--- src/rtl/mem_stage_pkg.sv ---
// Shared encodings for the memory-access stage: mem ops, exception codes,
// bus direction, bus FSM states and the MEM->WB register bundle.
package mem_stage_pkg;

  localparam int WORD_W = 32;
  localparam int ADDR_W = 30;
  localparam int REG_W  = 5;

  typedef enum logic [1:0] {
    MEM_OP_NOP = 2'd0,
    MEM_OP_LDW = 2'd1,
    MEM_OP_STW = 2'd2,
    MEM_OP_RSV = 2'd3
  } mem_op_e;

  localparam logic [2:0] ISA_EXP_NO_EXP     = 3'd0;
  localparam logic [2:0] ISA_EXP_MISS_ALIGN = 3'd4;
  localparam logic [2:0] ISA_EXP_BUS_ERR    = 3'd7;

  localparam logic BUS_READ  = 1'b1;
  localparam logic BUS_WRITE = 1'b0;

  typedef enum logic {
    BUS_IDLE   = 1'b0,
    BUS_ACCESS = 1'b1
  } bus_state_e;

  typedef struct packed {
    logic [ADDR_W-1:0] pc;
    logic              en;
    logic              br_flag;
    logic [1:0]        ctrl_op;
    logic [REG_W-1:0]  dst_addr;
    logic              gpr_we_;
    logic [2:0]        exp_code;
    logic [WORD_W-1:0] out;
  } mem_reg_t;

  // Reserved op 3 falls through as a non-memory op.
  function automatic logic is_mem_op(input logic [1:0] op);
    return (op == MEM_OP_LDW) || (op == MEM_OP_STW);
  endfunction

endpackage

--- src/rtl/mem_stage_bus_if.sv ---
// CPU bus master for one word access per instruction: IDLE/ACCESS FSM,
// wait-state timeout, registered bus outputs and a completion capture slot.
module mem_bus_if
  import mem_stage_pkg::*;
#(
  parameter int TIMEOUT = 16
) (
  input  logic              clk,
  input  logic              reset,
  input  logic              stall_i,
  input  logic              flush_i,
  input  logic              acc_i,
  input  logic              is_load_i,
  input  logic [ADDR_W-1:0] addr_i,
  input  logic [WORD_W-1:0] wr_data_i,
  input  logic [WORD_W-1:0] bus_rd_data_i,
  input  logic              bus_rdy_n_i,
  output logic              bus_as_n_o,
  output logic              bus_rw_o,
  output logic [ADDR_W-1:0] bus_addr_o,
  output logic [WORD_W-1:0] bus_wr_data_o,
  output logic              busy_o,
  output logic              done_o,
  output logic              err_o,
  output logic              bubble_o,
  output logic [WORD_W-1:0] rd_data_o,
  output bus_state_e        state_o
);

  localparam int              CNT_W    = $clog2(TIMEOUT);
  localparam logic [CNT_W-1:0] CNT_LAST = CNT_W'(TIMEOUT - 1);

  bus_state_e        state_q, state_d;
  logic [CNT_W-1:0]  cnt_q, cnt_d;
  logic              as_n_q, as_n_d;
  logic              rw_q, rw_d;
  logic [ADDR_W-1:0] addr_q, addr_d;
  logic [WORD_W-1:0] wdata_q, wdata_d;
  logic              flush_pend_q, flush_pend_d;
  logic              cap_vld_q, cap_vld_d;
  logic              cap_err_q, cap_err_d;
  logic              cap_flush_q, cap_flush_d;
  logic [WORD_W-1:0] cap_data_q, cap_data_d;

  logic in_idle, in_access, at_last, done_now, start;

  assign in_idle   = (state_q == BUS_IDLE);
  assign in_access = (state_q == BUS_ACCESS);
  assign at_last   = (cnt_q == CNT_LAST);
  // Ready wins over the timeout on the last allowed cycle.
  assign done_now  = in_access & (~bus_rdy_n_i | at_last);
  // A captured result still owns the EX instruction, so it must not re-issue.
  assign start     = in_idle & acc_i & ~stall_i & ~flush_i & ~cap_vld_q;

  always_comb begin
    state_d      = state_q;
    cnt_d        = cnt_q;
    as_n_d       = as_n_q;
    rw_d         = rw_q;
    addr_d       = addr_q;
    wdata_d      = wdata_q;
    flush_pend_d = flush_pend_q;
    cap_vld_d    = cap_vld_q;
    cap_err_d    = cap_err_q;
    cap_flush_d  = cap_flush_q;
    cap_data_d   = cap_data_q;

    case (state_q)
      BUS_IDLE: begin
        flush_pend_d = 1'b0;
        if (start) begin
          state_d = BUS_ACCESS;
          cnt_d   = '0;
          as_n_d  = 1'b0;
          rw_d    = is_load_i ? BUS_READ : BUS_WRITE;
          addr_d  = addr_i;
          wdata_d = wr_data_i;
        end
      end
      BUS_ACCESS: begin
        if (done_now) begin
          state_d      = BUS_IDLE;
          as_n_d       = 1'b1;
          flush_pend_d = 1'b0;
        end else begin
          cnt_d        = cnt_q + CNT_W'(1);
          flush_pend_d = flush_pend_q | flush_i;
        end
      end
      default: state_d = BUS_IDLE;
    endcase

    // Completion under stall parks the result until the pipeline moves.
    if (done_now && stall_i) begin
      cap_vld_d   = 1'b1;
      cap_err_d   = bus_rdy_n_i;
      cap_data_d  = bus_rd_data_i;
      cap_flush_d = flush_pend_q | flush_i;
    end else if (cap_vld_q) begin
      cap_flush_d = cap_flush_q | flush_i;
      if (!stall_i) begin
        cap_vld_d = 1'b0;
      end
    end
  end

  always_ff @(posedge clk) begin
    if (reset) begin
      state_q      <= BUS_IDLE;
      cnt_q        <= '0;
      as_n_q       <= 1'b1;
      rw_q         <= BUS_READ;
      addr_q       <= '0;
      wdata_q      <= '0;
      flush_pend_q <= 1'b0;
      cap_vld_q    <= 1'b0;
      cap_err_q    <= 1'b0;
      cap_flush_q  <= 1'b0;
      cap_data_q   <= '0;
    end else begin
      state_q      <= state_d;
      cnt_q        <= cnt_d;
      as_n_q       <= as_n_d;
      rw_q         <= rw_d;
      addr_q       <= addr_d;
      wdata_q      <= wdata_d;
      flush_pend_q <= flush_pend_d;
      cap_vld_q    <= cap_vld_d;
      cap_err_q    <= cap_err_d;
      cap_flush_q  <= cap_flush_d;
      cap_data_q   <= cap_data_d;
    end
  end

  assign busy_o        = (in_idle & acc_i & ~flush_i & ~cap_vld_q) |
                         (in_access & bus_rdy_n_i & ~at_last);
  assign done_o        = done_now | cap_vld_q;
  assign err_o         = cap_vld_q ? cap_err_q : (done_now & bus_rdy_n_i);
  assign rd_data_o     = cap_vld_q ? cap_data_q : bus_rd_data_i;
  assign bubble_o      = cap_vld_q ? cap_flush_q : flush_pend_q;
  assign bus_as_n_o    = as_n_q;
  assign bus_rw_o      = rw_q;
  assign bus_addr_o    = addr_q;
  assign bus_wr_data_o = wdata_q;
  assign state_o       = state_q;

endmodule

--- src/rtl/mem_stage.sv ---
// MEM pipeline stage: alignment check, access request, result mux and the
// MEM->WB register. Bus sequencing lives in mem_bus_if.
module mem_stage
  import mem_stage_pkg::*;
#(
  parameter int TIMEOUT = 16
) (
  input  logic        clk,
  input  logic        reset,
  input  logic        stall,
  input  logic        flush,
  output logic        busy,
  input  logic [29:0] ex_pc,
  input  logic        ex_en,
  input  logic        ex_br_flag,
  input  logic [1:0]  ex_mem_op,
  input  logic [31:0] ex_mem_wr_data,
  input  logic [1:0]  ex_ctrl_op,
  input  logic [4:0]  ex_dst_addr,
  input  logic        ex_gpr_we_,
  input  logic [2:0]  ex_exp_code,
  input  logic [31:0] ex_out,
  input  logic [31:0] bus_rd_data,
  input  logic        bus_rdy_,
  output logic        bus_as_,
  output logic        bus_rw,
  output logic [29:0] bus_addr,
  output logic [31:0] bus_wr_data,
  output logic [29:0] mem_pc,
  output logic        mem_en,
  output logic        mem_br_flag,
  output logic [1:0]  mem_ctrl_op,
  output logic [4:0]  mem_dst_addr,
  output logic        mem_gpr_we_,
  output logic [2:0]  mem_exp_code,
  output logic [31:0] mem_out
);

  logic              mem_req, aligned, no_exp, acc, miss_align, mem_update;
  logic              bus_done, bus_err, bus_bubble;
  logic [WORD_W-1:0] bus_rd;
  bus_state_e        bus_state;
  mem_reg_t          mem_q, mem_d;

  // Valid handshake: an access is requested while acc is high and the stage
  // advances only on a cycle with !stall & !busy; EX must hold its fields
  // until that cycle.
  assign mem_req    = is_mem_op(ex_mem_op);
  assign aligned    = (ex_out[1:0] == 2'b00);
  assign no_exp     = (ex_exp_code == ISA_EXP_NO_EXP);
  assign acc        = ex_en & no_exp & mem_req & aligned;
  assign miss_align = mem_req & ~aligned & no_exp;
  assign mem_update = ~stall & ~busy;

  mem_bus_if #(
    .TIMEOUT(TIMEOUT)
  ) u_bus_if (
    .clk          (clk),
    .reset        (reset),
    .stall_i      (stall),
    .flush_i      (flush),
    .acc_i        (acc),
    .is_load_i    (ex_mem_op == MEM_OP_LDW),
    .addr_i       (ex_out[31:2]),
    .wr_data_i    (ex_mem_wr_data),
    .bus_rd_data_i(bus_rd_data),
    .bus_rdy_n_i  (bus_rdy_),
    .bus_as_n_o   (bus_as_),
    .bus_rw_o     (bus_rw),
    .bus_addr_o   (bus_addr),
    .bus_wr_data_o(bus_wr_data),
    .busy_o       (busy),
    .done_o       (bus_done),
    .err_o        (bus_err),
    .bubble_o     (bus_bubble),
    .rd_data_o    (bus_rd),
    .state_o      (bus_state)
  );

  always_comb begin
    mem_d.pc       = ex_pc;
    mem_d.en       = ex_en;
    mem_d.br_flag  = ex_br_flag;
    mem_d.ctrl_op  = ex_ctrl_op;
    mem_d.dst_addr = ex_dst_addr;
    mem_d.gpr_we_  = ex_gpr_we_;
    mem_d.exp_code = ex_exp_code;
    mem_d.out      = ex_out;

    if (bus_done) begin
      if (bus_err) begin
        mem_d.gpr_we_  = 1'b1;
        mem_d.exp_code = ISA_EXP_BUS_ERR;
        mem_d.out      = '0;
      end else if (ex_mem_op == MEM_OP_LDW) begin
        mem_d.out = bus_rd;
      end
    end else if (miss_align) begin
      mem_d.gpr_we_  = 1'b1;
      mem_d.exp_code = ISA_EXP_MISS_ALIGN;
    end

    // A flushed instruction still finishes its bus cycle but retires as a bubble.
    if (flush || (bus_done && bus_bubble)) begin
      mem_d         = '0;
      mem_d.gpr_we_ = 1'b1;
    end
  end

  always_ff @(posedge clk) begin
    if (reset) begin
      mem_q         <= '0;
      mem_q.gpr_we_ <= 1'b1;
    end else if (mem_update) begin
      mem_q <= mem_d;
    end
  end

  assign mem_pc       = mem_q.pc;
  assign mem_en       = mem_q.en;
  assign mem_br_flag  = mem_q.br_flag;
  assign mem_ctrl_op  = mem_q.ctrl_op;
  assign mem_dst_addr = mem_q.dst_addr;
  assign mem_gpr_we_  = mem_q.gpr_we_;
  assign mem_exp_code = mem_q.exp_code;
  assign mem_out      = mem_q.out;

  as_tracks_state: assert property (@(posedge clk) disable iff (reset)
    (bus_state == BUS_ACCESS) == ~bus_as_);

endmodule

--- config.mk ---
export PLATFORM = sky130hd
export DESIGN_NAME = mem_stage
export DESIGN_NICKNAME = d
export VERILOG_FILES = /design/src/rtl/mem_stage_pkg.sv /design/src/rtl/mem_stage_bus_if.sv /design/src/rtl/mem_stage.sv
export SDC_FILE = /design/constraint.sdc
export NUM_CORES = 1
export LEC_CHECK = 0
export CAP_MARGIN = 20
export CORE_MARGIN = 2
export CORE_UTILIZATION = 45
export CTS_CLUSTER_SIZE = 20
export DETAILED_ROUTE_END_ITERATION = 8
export PLACE_DENSITY = 0.81
export SLEW_MARGIN = 30
export SYNTH_ARGS = -nofsm -noshare
export SYNTH_HDL_FRONTEND = slang
export SYNTH_SLANG_ARGS = --single-unit
export TNS_END_PERCENT = 10
--- constraint.sdc ---
create_clock -name clk -period 3.4 [get_ports clk]
set_input_delay 0.51 -clock clk [delete_from_list [all_inputs] [get_ports clk]]
set_output_delay 0.51 -clock clk [all_outputs]
set_load 0.005 [all_outputs]
**Word level (Yosys, flattened, before mapping)**

Cells that the tools add are included.

- RAM bits: 0
- Bits in latches: 0
- Memories: 0
- Word-level logic and storage cells: 92
- Output and inout port bits: 140
- Bits in read-only memories: 0
- Flip-flop bits (word level): 180
- Bits of input ports: 146

- Reduce and logical (&&, ||, !) cells: 10
- $mul: 0
- Divide/modulo/power cells: 0
- Magnitude comparators: 0
- Bitwise operators: 29
- Shifts and indexed selects: 0
- $add $sub $neg: 1
- Multiplexer cells: 27
- Eq/ne operators: 6

Operators by type and width:

| kind | count |
|---|---|
| $mux W32 | 4 |
| $mux W75 | 1 |
| $mux W4 | 5 |
| $and A1 B1 Y1 | 16 |
| $mux W1 | 13 |
| $not A1 Y1 | 8 |
| $pmux W4 S2 | 1 |
| $ne A2 B2 Y1 const B | 3 |
| $pmux W1 S2 | 3 |
| $reduce_and A2 Y1 | 3 |
| $or A1 B1 Y1 | 5 |
| $add A4 B1 Y4 const B | 1 |
| $eq A4 B4 Y1 const B | 1 |
| $logic_not A3 Y1 | 1 |
| $eq A2 B1 Y1 const B | 1 |
| $eq A2 B2 Y1 const B | 1 |
| $logic_and A1 B1 Y1 | 2 |
| $logic_not A2 Y1 | 1 |
| $logic_or A1 B1 Y1 | 2 |
| $reduce_bool A2 Y1 | 1 |

**Logic depth before layout (Yosys ltp)**

Gate-level depths: netlist (run 1).

- Word-level depth: 10
- Gate-level depth with buffers: 9
- Gate-level depth less buffers: 6

**Modules after synthesis**

Synthesis (run 1) repeated with hierarchy kept, for this count alone.

- Cells, all modules: 899
- Area, all modules: 7796.2 µm²

Modules (own cells, without submodules):

| module | sequential area each (µm²) | area an instance (µm²) | times used | cells an instance |
|---|---|---|---|---|
| mem_bus_if | 2102.0 | 4513.1 | 1 | 520 |
| mem_stage | 1501.4 | 3283.1 | 1 | 379 |

**Worst setup path before layout (run 1)**

OpenSTA, ideal clock, no wires.

- Path kind: input port to output port
- Start point: input port ex_mem_op[1]
- End point: output port busy
- Data arrival time: 2.192 ns
- Path buffers: 2
- Required time: 2.890 ns
- Cell stages on the path: 7
- Setup slack: 0.698 ns
- Cells stage by stage: inv_1 > ha_1 > or4_4 > nor3_1 > buf_2 > buf_2 > or2_2

- Cells in the longest elaborated chain, start to end: 8
- Elaborated cells on any way between the ends: 9
- Those cells by class: eq/ne (2); bitwise (6); reduce/logical (1)

RTL lines:

| element | line | source |
|---|---|---|
| from (decl) | mem_stage.sv:16 | `input logic [1:0] ex_mem_op,` |
| $eq A2 B1 Y1 / $eq A2 B2 Y1 (equally long branches) | mem_stage_pkg.sv:41 | `return (op == MEM_OP_LDW) \|\| (op == MEM_OP_STW);` |
| $logic_or A1 B1 Y1 * | mem_stage_pkg.sv:41 |  |
| $and A1 B1 Y1 * (2 in series) | mem_stage.sv:51 | `assign acc = ex_en & no_exp & mem_req & aligned;` |
| $and A1 B1 Y1 * (3 in series) | mem_stage_bus_if.sv:135 | `assign busy_o = (in_idle & acc_i & ~flush_i & ~cap_vld_q) \|` |
| $or A1 B1 Y1 * | mem_stage_bus_if.sv:135 |  |
| to (decl) | mem_stage.sv:12 | `output logic busy,` |

Every way passes the cells marked *; elsewhere a longest branch is shown, timed or not.

**Worst setup path in the final report (run 1)**

Ends and elaborated chain as after synthesis.

==> results by stage, run 1 <==
Synthesis:
- The synthesized design spends more area on one cell type than any other, namely sky130_fd_sc_hd__dfxtp_1.
- Counting distinct cell types in the post-synthesis netlist gives 42.
- In the synthesized netlist the async set-or-reset flop fraction comes to 0%.
- Yosys printed 0 warnings.
- The cell area that synthesis handed to floorplanning was 7700 µm².
- Summed over its instances, the top area cell type makes up 46.8% of the synthesized netlist area.
- For this run, the register share of the synthesized area comes to 46.8%.
- The number of nets in the synthesized netlist is 1063.
- Counting flops and latches in the post-synthesis netlist gives 180.
- The number of enable-type register cells in the synthesized netlist is 0.
- Sorting the synthesized cells by area gives the leading types as sky130_fd_sc_hd__dfxtp_1, sky130_fd_sc_hd__nand2_1, sky130_fd_sc_hd__a21oi_1.
- The flip-flop cell with the highest count after synthesis is sky130_fd_sc_hd__dfxtp_1.
- The number of instances in the synthesized netlist is 915.
- The mean cell area of the mapped netlist is 8.42 µm².

Critical path:
- The start-to-end type of the worst setup path is primary input to output pin.
- STA puts the critical path data required time at 2.89 ns.
- STA classifies the critical path startpoint as a primary input.
- The worst endpoint data arrival time is 2.73 ns.
- The maximum fanout along the worst path is 4.
- The worst setup path is captured at an output pin.

Flow run:
- The max-cap check violation count is 0.

Min path:
- The class of the tightest hold or removal check is flip-flop to flip-flop.

Detailed routing:
- Wire segments on met2 add up to 12100 µm in the final route.
- The initial detailed-routing violation count is 667.
- Summing over every cut layer, the via total after detailed routing is 7819.
- After detailed routing, the average wire length per cell comes to 17.9 µm.
- For this block, wires on met1 add up to 10100 µm.
- The final layout contains routed wiring with a total length of 24600 µm.
- The post-detailed-route count of antenna-violating nets is 0.
- The routed design uses 1710 µm of met3 wire.
- The uppermost signal routing layer after detailed routing is met4.
- The DRC violations left is 0.
- The number of detailed-routing iterations run before antenna repair is 5.
- Using the TritonRoute via totals, the vias-per-cell ratio works out to 5.68.

Clocking:
- After clock tree synthesis, the clock-pin slew on the worst setup and hold paths is 0.07 ns.
- The sink count of the clock tree is 180.
- The cell sitting at the root of the clock tree is a sky130_fd_sc_hd__clkbuf_16.
- The clock latency at the later pin of the worst-skew pair is 0.43 ns.
- Counting along the longest clock path gives a buffer depth of 2.
- In this run, CTS created clock tree buffers numbering 17.
- The number of levels the H-tree was split into is 4.
- The number of cells upsized or downsized after cts is 0.
- The buffer count from post-CTS setup fixing is 0.
- TritonCTS built the clock tree.
- The number of hold buffers added after CTS was 0.

Layout:
- From synthesis to final layout, the design area changed by 47.3%.
- 0 antenna diodes ended up in the layout.
- In the final design database the tool counted 1294 nets.
- Leaving out fill and tap cells, the most frequent cell in the layout is sky130_fd_sc_hd__clkdlybuf4s50_1.
- The top cell types in the final layout, fill and taps aside, are sky130_fd_sc_hd__clkdlybuf4s50_1, sky130_fd_sc_hd__nand2_1, sky130_fd_sc_hd__dfxtp_1, sky130_fd_sc_hd__a21oi_1, sky130_fd_sc_hd__o211ai_1.
- The fraction of layout cells with a size suffix above 1 is 6.14%.
- At the end of the flow the core is filled with cells to 68.1%.

Power and ir drop:
- Dividing total power by cell area gives a power density of 414 nW/µm².
- The total leakage power is 0.00382 µW.
- After layout, the design draws a total of 4700 µW.
- The maximum VDD drop is 0.333 mV.

Global route:
- The all-layer global routing usage is 26.6%.
- The initial antenna violation count was 0.
- The remaining global-route overflow is 0.
- The via count of the first global-routing pass came to 7422.
- The global-route wire length before repair is 38700 µm.
- Entering global routing, the biggest net connects 75 pins.

STA:
- Timing would allow up to 308 MHz.
- The max-slew violation total from the final report was 0.
- The final setup violation count is 0.
- Setup repair after global routing left no endpoint under its margin.
- The setup TNS is 0 ns.
- At the pin with the least slew margin, the transition time is 0.824 ns.
- In the finished design, the share of the clock period the worst path needs comes to 95.3%.
- Measured against its own limit, the worst slew margin works out to 45.1%.
- The setup skew after layout is 0.00683 ns.
- The post-route minimum period is 3.24 ns.
- The final hold violation count is 0.

Placement:
- Input and output buffers added on the ports amount to 285.
- The post-DP HPWL is 15900 µm.
- Routability-driven placement finished with a final weighted congestion of 0.797.

Die:
- The I/O pin count is 286.
- The floorplan die area is 18200 µm².
- The core area is 16600 µm².
- The cell row count is 47.
- The die is 135 µm tall.
- The width of the chip is 135 µm.
- The effective utilization at floorplan is 46.3%.

Status:
- The run finished with clean final reports.
==> per-layer routing <==
metal | up-vias | track usage (%)
met5 | - | 0
met4 | 0 | 10.7
met3 | 48 | 6.23
li1 | 3761 | -
met1 | 3722 | 32.7
met2 | 288 | 45.2
==> critical path: stages <==
cell	delay, ns
sky130_fd_sc_hd__clkdlybuf4s50_1	0.47
sky130_fd_sc_hd__inv_1	0.04
sky130_fd_sc_hd__ha_1	0.28
sky130_fd_sc_hd__or4_4	0.58
sky130_fd_sc_hd__nor3_2	0.19
sky130_fd_sc_hd__or2_2	0.13
sky130_fd_sc_hd__clkdlybuf4s50_1	0.53
==> power breakdown <==
group          internal, µW  total, µW  switching [µW]
Combinational           272        496             224
Clock                  1190       2040             845
Sequential             2140       2160            19.9
==> cell families after synthesis <==
| logic type | after synthesis | share of synthesized area [%] |
|---|---|---|
| AO/OA/AOI/OAI | 327 | 28.8 |
| flip-flops | 180 | 46.8 |
| multiplexers | 33 | 4.31 |
| AND/OR/NAND/NOR | 231 | 12.2 |
| buffers and inverters | 141 | 7.41 |
| adder cells (fa/ha/maj) | 2 | 0.325 |
| XOR/XNOR | 1 | 0.114 |
==> stage by stage <==
stage | instances | hold slack [ns] | cell area, µm² | worst slack, ns
finish | 1377 | 0.452 | 11300 | 0.158
global route | 1377 | 0.472 | 11300 | 0.0651
global placement | 1346 | 0.441 | 10700 | 0.184
detailed placement | 1346 | 0.446 | 10700 | 0.175
floorplan | 915 | 0.436 | 7700 | 0.698
CTS | 1376 | 0.455 | 11300 | 0.154
==> path summary, 6_finish.rpt <==
kind | startpoint | end | slack [ns] | depth (start not counted)
setup / recovery | ex_mem_op[1] | busy | 0.16 | 7
hold / removal | u_bus_if.bus_wr_data_o[26] | u_bus_if.bus_wr_data_o[26] | 0.45 | 2
setup reg to reg | u_bus_if.cap_vld_q | mem_exp_code[0] | 0.94 | 6
hold reg to reg | u_bus_if.bus_wr_data_o[26] | u_bus_if.bus_wr_data_o[26] | 0.45 | 2
==> layout make-up <==
type	instances	area (µm²)
clock buffers	19	453
clock inverters	11	154
fillers	1380	5300
inverters	42	159
multi-input cells	594	3580
flip-flops and latches	180	3600
well taps	220	275
repair buffers	311	3120
==> Yosys cell counts (4+ instances only) <==
library cell	number
sky130_fd_sc_hd__nand2_1	196
sky130_fd_sc_hd__dfxtp_1	180
sky130_fd_sc_hd__a21oi_1	131
sky130_fd_sc_hd__o211ai_1	73
sky130_fd_sc_hd__clkbuf_1	71
sky130_fd_sc_hd__inv_1	41
sky130_fd_sc_hd__o41ai_1	40
sky130_fd_sc_hd__o31ai_1	33
sky130_fd_sc_hd__mux2i_1	32
sky130_fd_sc_hd__o221ai_1	32
sky130_fd_sc_hd__buf_2	21
sky130_fd_sc_hd__nor2_1	8
sky130_fd_sc_hd__nand3_1	6
sky130_fd_sc_hd__buf_1	5
sky130_fd_sc_hd__nor3_1	5
sky130_fd_sc_hd__a211oi_1	4
==> registers in the layout, indices dropped and copies added, names as in the netlist, 2 cells and up <==
register and count:
mem_pc 30, u_bus_if.bus_wr_data_o 32, u_bus_if.bus_addr_o 30, mem_exp_code 3
mem_out 32, u_bus_if.cnt_q 4, mem_ctrl_op 2, u_bus_if.cap_data_q 32
mem_dst_addr 5
Power figures use the tool's default switching activity.
==> run 2: changes to the inputs <==
==> constraint.sdc (replaced) <==
create_clock -name clk -period 3.4 [get_ports clk]
set_input_delay 0.68 -clock clk [delete_from_list [all_inputs] [get_ports clk]]
set_output_delay 0.68 -clock clk [all_outputs]
set_load 0.005 [all_outputs]
==> results by stage, run 2 (synthesis results as in run 1) <==
STA:
- The final setup slack of the worst path is 0.138 ns (-0.0199 ns).
- The final worst-path cycle share is 95.9% (+0.59 points).
- The final setup violation count is 0 (unchanged).
- The transition at the pin with the smallest max-transition slack is 0.772 ns (-0.0525 ns).
- The final hold violation count is 0 (unchanged).
- The max-slew violation total from the final report was 0 (unchanged).
- The post-route minimum period was 3.26 ns (+0.0199 ns).
- The headroom to the max-slew limit is 48.6% (+3.5 points).
- The highest achievable clock rate came to 307 MHz (-0.61%).
- Setup repair after global routing left no endpoint under its margin.
- The setup skew after layout is 0.00714 ns (+0.000312 ns).
- The setup TNS came to 0 ns (unchanged).

Die:
- The I/O pin count is 286 (unchanged).
- The cell row count is 47 (unchanged).
- The vertical die dimension is 135 µm (unchanged).
- The effective utilization at floorplan is 46.3% (unchanged).
- The width of the chip is 135 µm (unchanged).
- The core area is 16600 µm² (unchanged).
- The floorplan die area is 18200 µm² (unchanged).

Global route:
- The via count of the first global-routing pass is 7687 (+3.6%).
- The initial antenna violation count was 0 (unchanged).
- The all-layer global routing usage is 27.3% (+0.70 points).
- The remaining global-route overflow came to 0 (unchanged).
- The pin count of the biggest net entering global routing is 66 (-12%).
- The global-route wire length before repair is 39800 µm (+2.9%).

Critical path:
- The maximum fanout along the worst path is 2 (-2).
- The critical path is of the primary input to output pin type.
- The sort of element at the end of the critical path is an output pin.
- The data required time at the worst endpoint was 2.72 ns (-0.17 ns).
- The register-to-register path setup slack is 0.75 ns (-0.19 ns).
- The signal on the critical path passes through clkdlybuf4s50_1, inv_1, ha_1, or4_4, nor3_4, or2_2, dlygate4sd2_1.
- The maximum single-stage delay on the critical path is 0.56 ns (-0.02 ns).
- The worst-case reg-to-reg path depth is 6 (unchanged).
- The worst flop-to-flop path startpoint is u_bus_if.cap_vld_q.
- The worst setup path is launched from a primary input.
- The worst endpoint data arrival time is 2.58 ns (-0.15 ns).
- The end of the critical path is busy.
- Tracing the worst setup path back leads to its startpoint at ex_mem_op[1].
- For this design, the slowest cell found on the critical path is sky130_fd_sc_hd__or4_4.
- The worst register-to-register path ends at mem_exp_code[0].

Clocking:
- The buffer count from post-CTS setup fixing was 0 (unchanged).
- The sink count of the clock tree came to 180 (unchanged).
- The number of levels the H-tree was split into is 4 (unchanged).
- The TritonCTS buffer count is 17 (unchanged).
- TritonCTS built the clock tree.
- The clock latency at the later pin of the worst-skew pair is 0.43 ns (about the same).
- Clock tree synthesis selected as its root buffer the cell sky130_fd_sc_hd__clkbuf_16.
- The clock edge transition at the registers on the reported setup and hold paths is 0.06 ns (about the same).
- The number of buffers on the longest clock path came to 2 (unchanged).

Detailed routing:
- The DRC violations left was 0 (unchanged).
- The initial detailed-routing violation count is 583 (-13%).
- The routed wirelength normalized by instance count is 18.2 µm (+1.9%).
- The average via count per standard cell was 5.72 (+0.80%).
- The final wirelength is 25100 µm (+1.8%).
- The number of detailed-routing iterations run before antenna repair is 5 (unchanged).
- The count of vias placed by the detailed router is 7876 (+0.73%).
- The post-detailed-route count of antenna-violating nets was 0 (unchanged).

Placement:
- The number of input and output port buffers inserted came to 285 (unchanged).
- The post-DP HPWL is 16200 µm (+1.7%).
- The post-place instance area is 10800 µm² (+0.56%).
- The placer congestion estimate is 0.793 (-0.55%).
- The setup slack after placement came to -0.127 ns (-0.301 ns).

Layout:
- The net count of the finished layout came to 1291 (-0.23%).
- The number of diodes added for antenna fixing was 0 (unchanged).
- The layout filler cell count is 1367 (-0.94%).
- In the layout the commonest cells are sky130_fd_sc_hd__clkdlybuf4s50_1, sky130_fd_sc_hd__nand2_1, sky130_fd_sc_hd__dfxtp_1, sky130_fd_sc_hd__a21oi_1, sky130_fd_sc_hd__o211ai_1.
- The area growth from synthesis to layout is 46.8%.
- The post-route standard cell area excluding fillers is 11300 µm² (-0.34%).
- The library cell used most frequently in the layout, excluding fill and tap cells, is sky130_fd_sc_hd__clkdlybuf4s50_1.
- The fraction of layout cells with a size suffix above 1 came to 5.80% (-0.34 points).

Power and ir drop:
- The power density over cell area was 396 nW/µm² (-4.4%).
- The sequential share of power came to 48.4% (+2.3 points).
- The maximum VDD drop is 0.355 mV (+6.4%).
- The total leakage power came to 0.00380 µW (-0.51%).
- The power share of the clock group came to 40.5% (-2.9 points).
- The internal portion of total power is 3380 µW (-6.5%).
- The combinational share of power is 11.1% (+0.6 points).
- The switching power as a share of total power is 24.6% (+1.4 points).
- The net load switching power came to 1100 µW (+0.98%).

Status:
- The flow ran to the end, and the final reports show no timing, DRC or antenna violations.

Flow run:
- The max-cap check violation count is 0 (unchanged).

Min path:
- The min-delay analysis places its worst path in the category flip-flop to flip-flop.
==> run 2: changes by cell type in the layout (fill, tap and decap cells not counted), sizes merged, moves of 2 or more <==
| cell | delta |
|---|---|
| buf | -3 |
| bufinv | -3 |
| clkbuf | +2 |
| clkinv | +2 |
==> run 2: area by class of cell <==
class	instances	area [µm²]	area share, %
multi-input cells	594	3580	31.7
inverters	42	159	1.41
well taps	220	275	2.44
clock buffers	21	450	3.99
flip-flops and latches	180	3600	31.9
clock inverters	11	80.1	0.709
repair buffers	308	3150	27.8
==> run 2: what timing repair did <==
action	4_1_cts	5_1_grt
hold endpoints to repair	0	0
gates resized for setup	2	0
hold buffers	0	0
endpoints found under the setup margin	1	0
==> run 2: how the worst min path moves through the flow <==
| stage | startpoint | to | slack (ns) | cells after the start |
|---|---|---|---|---|
| 6_report | u_bus_if.bus_wr_data_o[23] | u_bus_if.bus_wr_data_o[23] | 0.45 | 2 |
| 5_1_grt | u_bus_if.cap_data_q[12] | u_bus_if.cap_data_q[12] | 0.47 | 2 |
| 4_1_cts | u_bus_if.bus_wr_data_o[9] | u_bus_if.bus_wr_data_o[9] | 0.46 | 2 |
| 3_5_place_dp | u_bus_if.bus_wr_data_o[9] | u_bus_if.bus_wr_data_o[9] | 0.45 | 2 |
| 3_3_place_gp | u_bus_if.bus_wr_data_o[16] | u_bus_if.bus_wr_data_o[16] | 0.44 | 2 |
| 2_1_floorplan | u_bus_if.cap_data_q[0] | u_bus_if.cap_data_q[0] | 0.44 | 2 |
==> run 2: through the flow <==
step	std cells	hold slack, ns	util (%)	total power, µW
global placement	1344	0.440	64.7	2700
finish	1376	0.452	67.9	4480
global route	1376	0.471	67.9	4610
detailed placement	1344	0.446	64.7	2700
floorplan	915	0.436	-	2380
CTS	1376	0.455	67.9	4500
==> run 2: critical path, delay by kind of cell <==
kind                     cells  cell delay, ns
adder cells (fa/ha/maj)      1            0.28
buffers and inverters        3            0.75
AND/OR/NAND/NOR              3            0.87
==> run 2: power groups by stage <==
stage / combinational [µW] / clock, µW / sequential [µW]
after detailed placement: 492 / 0 / 2210
final: 497 / 1810 / 2160
after floorplan: 171 / 0 / 2210
after global routing: 533 / 1910 / 2170
after global placement: 489 / 0 / 2210
after CTS: 497 / 1840 / 2160
==> run 2: per-layer routing <==
metal	up-vias	track usage [%]	wire length [µm]
met5	-	0	0
met4	0	11.5	715
met3	53	5.89	1650
met2	314	46.4	12500
met1	3747	33.6	10200
li1	3762	-	-
==> run 3: changes to the inputs <==
--- a/config.mk
+++ b/config.mk
@@ -11,7 +11,6 @@
 export CTS_CLUSTER_SIZE = 20
 export DETAILED_ROUTE_END_ITERATION = 8
 export PLACE_DENSITY = 0.81
-export SLEW_MARGIN = 30
 export SYNTH_ARGS = -nofsm -noshare
 export SYNTH_HDL_FRONTEND = slang
 export SYNTH_SLANG_ARGS = --single-unit
==> results of run 3 <==
No change in the layout: final DEF, timing and power equal those of run 2.
